## config.mk

```make
export PLATFORM = sky130hd
export DESIGN_NAME = md_engine
export DESIGN_NICKNAME = d
export VERILOG_FILES = /design/src/rtl/md_engine.sv
export SDC_FILE = /design/constraint.sdc
export NUM_CORES = 2
export LEC_CHECK = 0
export ABC_AREA = 0
export ABC_CLOCK_PERIOD_IN_PS = 10400
export BUFFER_PORTS_ARGS = -buffer_cell sky130_fd_sc_hd__buf_4
export CAP_MARGIN = 20
export CORE_MARGIN = 1
export CORE_UTILIZATION = 60
export DETAILED_ROUTE_END_ITERATION = 16
export PLACE_DENSITY = 0.83
export SLEW_MARGIN = 20
export SYNTH_ARGS = -nofsm -noshare
export SYNTH_HDL_FRONTEND = slang
export SYNTH_SLANG_ARGS = --single-unit
```

## constraint.sdc

```tcl
create_clock -name clk -period 10.4 [get_ports clk]
set_clock_uncertainty 0.1 [all_clocks]
set_input_delay 2.08 -clock clk [delete_from_list [all_inputs] [get_ports clk]]
set_output_delay 2.08 -clock clk [all_outputs]
set_load 0.01 [all_outputs]
```

## src/rtl/md_engine.sv

```systemverilog
// Iterative multiply/divide unit for the EX stage: mult/multu in MULT_LAT cycles,
// div/divu by 32-step restoring division plus one sign/zero fixup cycle.
module md_engine #(
  parameter int unsigned MULT_LAT = 5
) (
  input  logic        clk,
  input  logic        reset,
  input  logic        start,
  input  logic [1:0]  op,
  input  logic [31:0] a,
  input  logic [31:0] b,
  output logic        busy,
  output logic        done,
  output logic [31:0] hi,
  output logic [31:0] lo
);

  typedef enum logic [1:0] {IDLE, MUL, DIV, FIX} state_t;

  state_t      state;
  logic [4:0]  cnt;
  logic [63:0] prod;
  logic [31:0] rem;
  logic [31:0] dvd;
  logic [31:0] dvs;
  logic [31:0] a_sav;
  logic        div_zero;
  logic        neg_q;
  logic        neg_r;

  logic        is_sdiv;
  logic [31:0] a_mag;
  logic [31:0] b_mag;
  logic [63:0] ext_a;
  logic [63:0] ext_b;
  logic [31:0] rem_lo;
  logic        rem_ge;
  logic [31:0] rem_sub;

  always_comb begin
    is_sdiv = (op == 2'b10);
    a_mag   = (is_sdiv && a[31]) ? -a : a;
    b_mag   = (is_sdiv && b[31]) ? -b : b;
    ext_a   = op[0] ? {32'b0, a} : {{32{a[31]}}, a};
    ext_b   = op[0] ? {32'b0, b} : {{32{b[31]}}, b};
    // Shifted remainder is 33 bits wide; rem[31] acts as its top bit so the
    // subtraction itself fits in 32 bits whenever it is taken.
    rem_lo  = {rem[30:0], dvd[31]};
    rem_ge  = rem[31] | (rem_lo >= dvs);
    rem_sub = rem_lo - dvs;
  end

  always_ff @(posedge clk) begin
    if (reset) begin
      state    <= IDLE;
      cnt      <= '0;
      busy     <= 1'b0;
      done     <= 1'b0;
      hi       <= '0;
      lo       <= '0;
      prod     <= '0;
      rem      <= '0;
      dvd      <= '0;
      dvs      <= '0;
      a_sav    <= '0;
      div_zero <= 1'b0;
      neg_q    <= 1'b0;
      neg_r    <= 1'b0;
    end else begin
      done <= 1'b0;
      case (state)
        IDLE: begin
          if (start) begin
            busy <= 1'b1;
            if (!op[1]) begin
              prod  <= ext_a * ext_b;
              cnt   <= 5'(MULT_LAT - 1);
              state <= MUL;
            end else begin
              rem      <= '0;
              dvd      <= a_mag;
              dvs      <= b_mag;
              a_sav    <= a;
              div_zero <= (b == '0);
              neg_q    <= is_sdiv && (a[31] ^ b[31]);
              neg_r    <= is_sdiv && a[31];
              cnt      <= 5'd31;
              state    <= DIV;
            end
          end
        end
        MUL: begin
          if (cnt == '0) begin
            hi    <= prod[63:32];
            lo    <= prod[31:0];
            done  <= 1'b1;
            busy  <= 1'b0;
            state <= IDLE;
          end else begin
            cnt <= cnt - 5'd1;
          end
        end
        DIV: begin
          rem <= rem_ge ? rem_sub : rem_lo;
          dvd <= {dvd[30:0], rem_ge};
          if (cnt == '0) state <= FIX;
          else           cnt   <= cnt - 5'd1;
        end
        FIX: begin
          if (div_zero) begin
            lo <= '1;
            hi <= a_sav;
          end else begin
            lo <= neg_q ? -dvd : dvd;
            hi <= neg_r ? -rem : rem;
          end
          done  <= 1'b1;
          busy  <= 1'b0;
          state <= IDLE;
        end
        default: state <= IDLE;
      endcase
    end
  end

endmodule

```

# Yosys cells after proc, flatten, opt, wreduce, memory -nomap -nowiden
# Cells that the tools add are included.
# Widths: inputs -> output; s select.
[word_totals]
regBits = 268
wordCells = 85
[classes]
add_sub_neg = 6
bitwise = 3
order_cmp = 1
mux = 33
n_eq_ne = 9
n_mul = 1
reduce_logical = 18
[op_table]
columns = ["operator", "count"]
rows = [
  ["$mux 32", 13],
  ["$pmux 32 s2", 4],
  ["$mux 64", 2],
  ["$neg 32->32", 4],
  ["$mul 64x64->64", 1],
  ["$ge 32x32->1", 1],
  ["$logic_not 32->1", 1],
  ["$sub 32x32->32", 1],
  ["$reduce_and 3->1", 6],
  ["$mux 5", 3],
  ["$ne 2x2->1 const B", 5],
  ["$pmux 5 s2", 1],
  ["$mux 2", 4],
  ["$pmux 2 s4", 1],
  ["$eq 2x2->1 const B", 3],
  ["$reduce_bool 2->1", 3],
  ["$logic_not 5->1", 1],
  ["$sub 5x1->5 const B", 1],
  ["$logic_and 1x1->1", 3],
  ["$mux 1", 3],
  ["$pmux 1 s3", 1],
  ["$reduce_bool 3->1", 1],
  ["$eq 2x1->1 const B", 1],
  ["$logic_not 2->1", 1],
  ["6 further kinds", 6],
]

# Logic depth before layout (Yosys ltp)
[logic_depth]
ltp_word = 6
ltp_mapped = 36
mapped_depth_nobuf = 33

# Worst setup path before layout
# OpenSTA, ideal clock, no wires.
[synth_path]
path_kind = "input-to-reg"
start = "input port a[31]"
end = "register prod[62]"
setup_slack_ps = -802
setup_time_ps = 121
arrival_time_ps = 10981
required_ps = 10179
n_path_buf = 4
stages = 33
cell_sequence = "clkbuf_1 -> nor2b_1 -> clkbuf_1 -> clkbuf_1 -> nand2_1 -> fa_1 -> inv_1 -> fa_1 -> fa_1 -> inv_1 -> fa_1 -> inv_1 -> fa_1 -> fa_1 -> fa_1 -> fa_1 -> fa_1 -> inv_1 -> fa_1 -> inv_1 -> ha_1 -> clkbuf_1 -> a21o_1 -> a21oi_1 -> nor2_1 -> nor2_1 -> o21ai_0 -> a31oi_1 -> o31ai_4 -> a311o_2 -> a221oi_2 -> xor2_1 -> o21ai_1"
[synth_between]
elab_chain_len = 2
[synth_lines]
columns = ["element", "line", "text"]
rows = [
  ["start: declaration", "10", "input logic [31:0] a,"],
  ["$mux 64", "44", "ext_a = op[0] ? {32'b0, a} : {{32{a[31]}}, a};"],
  ["$mul 64x64->64", "76", "prod <= ext_a * ext_b;"],
  ["end signal: assignment", "76", ""],
  ["end: declaration", "22", "logic [63:0] prod;"],
]
# No other way between the ends.
# A chain may end at the register's enable or synchronous reset.

# Final worst setup path
[layout_path]
start = "input port op[0]"
end = "register prod[60]"
[layout_between]
elab_chain_len = 2
[layout_lines]
columns = ["element", "line", "text"]
rows = [
  ["start: declaration", "9", "input logic [1:0] op,"],
  ["$mux 64 (on tied branches)", "44, 45", ""],
  ["$mul 64x64->64 *", "76", ""],
]
# Mark *: on every way between the ends. The rest lies on a longest branch, timed or not.

==> parameters.txt <==
Parameter                              Value

Status
  Run status    completed

STA
  Setup tns final    0 ns
  Tcrit/Tclk final    98.9%
  Setup repair after global routing missed its margin    yes
  Slew margin rel.    about 28%
  Final-report setup violation count    0
  Number of failing hold endpoints at the final stage    0
  Transition time at the pin with the least slew margin    1.08 ns
  Post-layout worst setup margin    between 0.1 and 0.15 ns
  Fin. max-slew vios    0
  Min Tclk post-route    10.29 ns
  Post-route worst hold slack    0.352 ns
  FMAX    97.2 MHz

Clock network
  Root buffer selected by CTS    sky130_fd_sc_hd__clkbuf_16
  TritonCTS Buffers    24
  Total number of H-tree levels    1
  TritonCTS clock tree    yes
  Hold-fix buffers at CTS    0
  Skew-Pair Late Insertion Delay    0.58 ns
  Maximum buffer depth of the clock tree    3
  Number of sinks handled by clock tree synthesis    268
  Clock slew seen by the registers of the worst setup and hold paths    0.07 ns

Logic synthesis
  Fraction of registers with async set or reset after synthesis    0%
  Flip-flop cell with the highest count after synthesis    sky130_fd_sc_hd__dfxtp_1
  Top area cells in the synthesized netlist    sky130_fd_sc_hd__fa_1, sky130_fd_sc_hd__inv_1, sky130_fd_sc_hd__dfxtp_1
  Gate count of the mapped netlist    7008
  Count of state elements after synthesis    around 270
  Synthesized cell area    62600 um2
  Yosys synthesis warning count    0
  Number of flops mapped to enable cells by yosys    0
  Area share of the largest cell type after synthesis    45.4%
  Avg Synthesized Cell Area    8.94 um2
  Portion of the post-synthesis area used by sequential elements    ~8.6%
  Top cell type by total area after synthesis    sky130_fd_sc_hd__fa_1
  Net Count, Synth    8851
  Top-count cell post-synth    sky130_fd_sc_hd__inv_1
  Top cell types by occurrence after synthesis    sky130_fd_sc_hd__inv_1, sky130_fd_sc_hd__fa_1, sky130_fd_sc_hd__nand2_1
  Unique cell type count in the Yosys netlist    83

Layout
  Seq. cell area    ~5400 um2
  Number of nets in the layout    9267
  Combined area of the multi-input logic cells    between 50000 and 60000 um2
  Number of antenna cells inserted    0
  Area growth from synthesis to layout    13.4%
  Final standard cell count with taps included and fillers excluded    8822
  Proportion of layout cells with a drive suffix above 1    about an eighth
  Fillcell total    7705

Worst setup path
  Kind of critical path    in2reg
  Startpoint types    primary input
  Setup crit end kind    flop
  Peak per-stage delay on the critical path    0.65 ns
  Maximum net fanout on the critical path    7
  Crit-path slowest cell    sky130_fd_sc_hd__fa_2
  Critical Path Most Common Cell    sky130_fd_sc_hd__fa_1
  Endpoint arrival time on the critical path    10.68 ns
  Worst path required time    about 11 ns

Floorplanning
  Die area    106000 um2
  Die Y    325 um
  I/O pin count    135
  Die width    between 300 and 400 um
  Row cnt    118
  Core area    103000 um2
  Effective utilization at floorplan    60.5%

Routing
  Post-route ant nets    0
  Pre-Repair DR Iteration Count    7
  Total routed wirelength    200 mm
  DRC violations left    0
  DR vias    51600
  Post-DR vias/cell    5.85
  Wire length per cell    22.7 um
  Initial detailed-routing violation count    between 5000 and 6000

Placed design
  Routability congestion estimate from global placement    1.04
  Pre-CTS setup slack    -0.433 ns
  Detail Placement HPWL    between 150 and 200 mm
  Placed instance count    a little under 9000
  Port-buffer cells    134

Run
  Maximum Capacitance Violations    0

GRT
  Leftover overflow at the end of global routing    0
  Initial antenna violation count    3
  Total Routing Usage GR    38.4%
  Largest net degree at the start of global routing    99
  Global-route wire length before repair    311 mm
  Number of global-route vias before repair    54300

Worst hold path
  Hold WC Path Type    reg2reg
path summary, 6_finish.rpt:
path	start	end	slack, ns	cells after the start
max	op[0]	prod[60]	0.11	31
min	prod[49]	prod[49]	0.35	2
min reg2reg	prod[49]	prod[49]	0.35	2
max reg2reg	dvd[31]	rem[23]	6.26	15
final cells by class:
type                    instances  area share (%)
clock buffers                  26           0.870
clock inverters                18           0.521
inverters                    1555            8.23
multi-input cells            4775            70.8
flip-flops and latches        268            7.56
well taps                    1380            2.43
repair buffers                800            9.61
routing by layer:
metal	vias to the layer above	GRT usage (%)	routed length (um)
met5	-	0	28
met4	4	20.9	13600
met1	25700	49.4	73000
met2	3288	59.9	89600
li1	21800	-	-
met3	747	9.38	24000
state kept, by name, summed over array words and instances, names as in the netlist, 2 cells and up:
signal	flops
prod	64
a_sav	32
dvd	32
dvs	32
hi	32
lo	32
rem	32
cnt	5
state	2
placed cells by master (no fill, tap or decap), drive strengths merged, types with 19 or more instances in the layout:
cell type / count
fa: 1419
o211ai: 23
a211oi: 85
o21ai: 175
ha: 355
a21o: 47
clkbuf: 27
dfxtp: 268
nor2: 186
nand2: 893
mux2i: 39
a31oi: 36
xnor2: 156
nand3: 39
or3: 25
buf: 799
nand3b: 19
o221ai: 29
and2: 595
xor2: 97
nand4: 20
a21oi: 248
inv: 1556
nor3: 33
o31ai: 33
worst max-delay path: cells and delay by family:
kind            cells  cell delay [ns]
compound gates      6             0.77
buf+inv             8             0.91
simple gates        6             1.25
fa+ha+maj          11             5.67
timing repair:
item	in CTS	in global routing
gates resized for setup	0	99
endpoints found under the hold margin	0	0
setup endpoints to repair	0	13
buffers inserted	0	21
cell families after synthesis:
family | synth area share [%]
adder cells (fa/ha/maj) | 52.5
buffers and inverters | 11.8
multiplexers | 0.641
flip-flops | 8.57
XOR/XNOR | 3.54
AND/OR/NAND/NOR | 14.9
AO/OA/AOI/OAI | 8.11
stage by stage:
step                      utilization (%)  area, um2
after floorplan                         -      62800
after global placement               67.1      69500
after detailed placement             67.1      69500
after CTS                            68.1      70500
after global routing                 68.6      71000
final                                68.6      71000
Power is not shown: default switching activity piles up to over one toggle a cycle in this logic, so the estimate is an artifact.
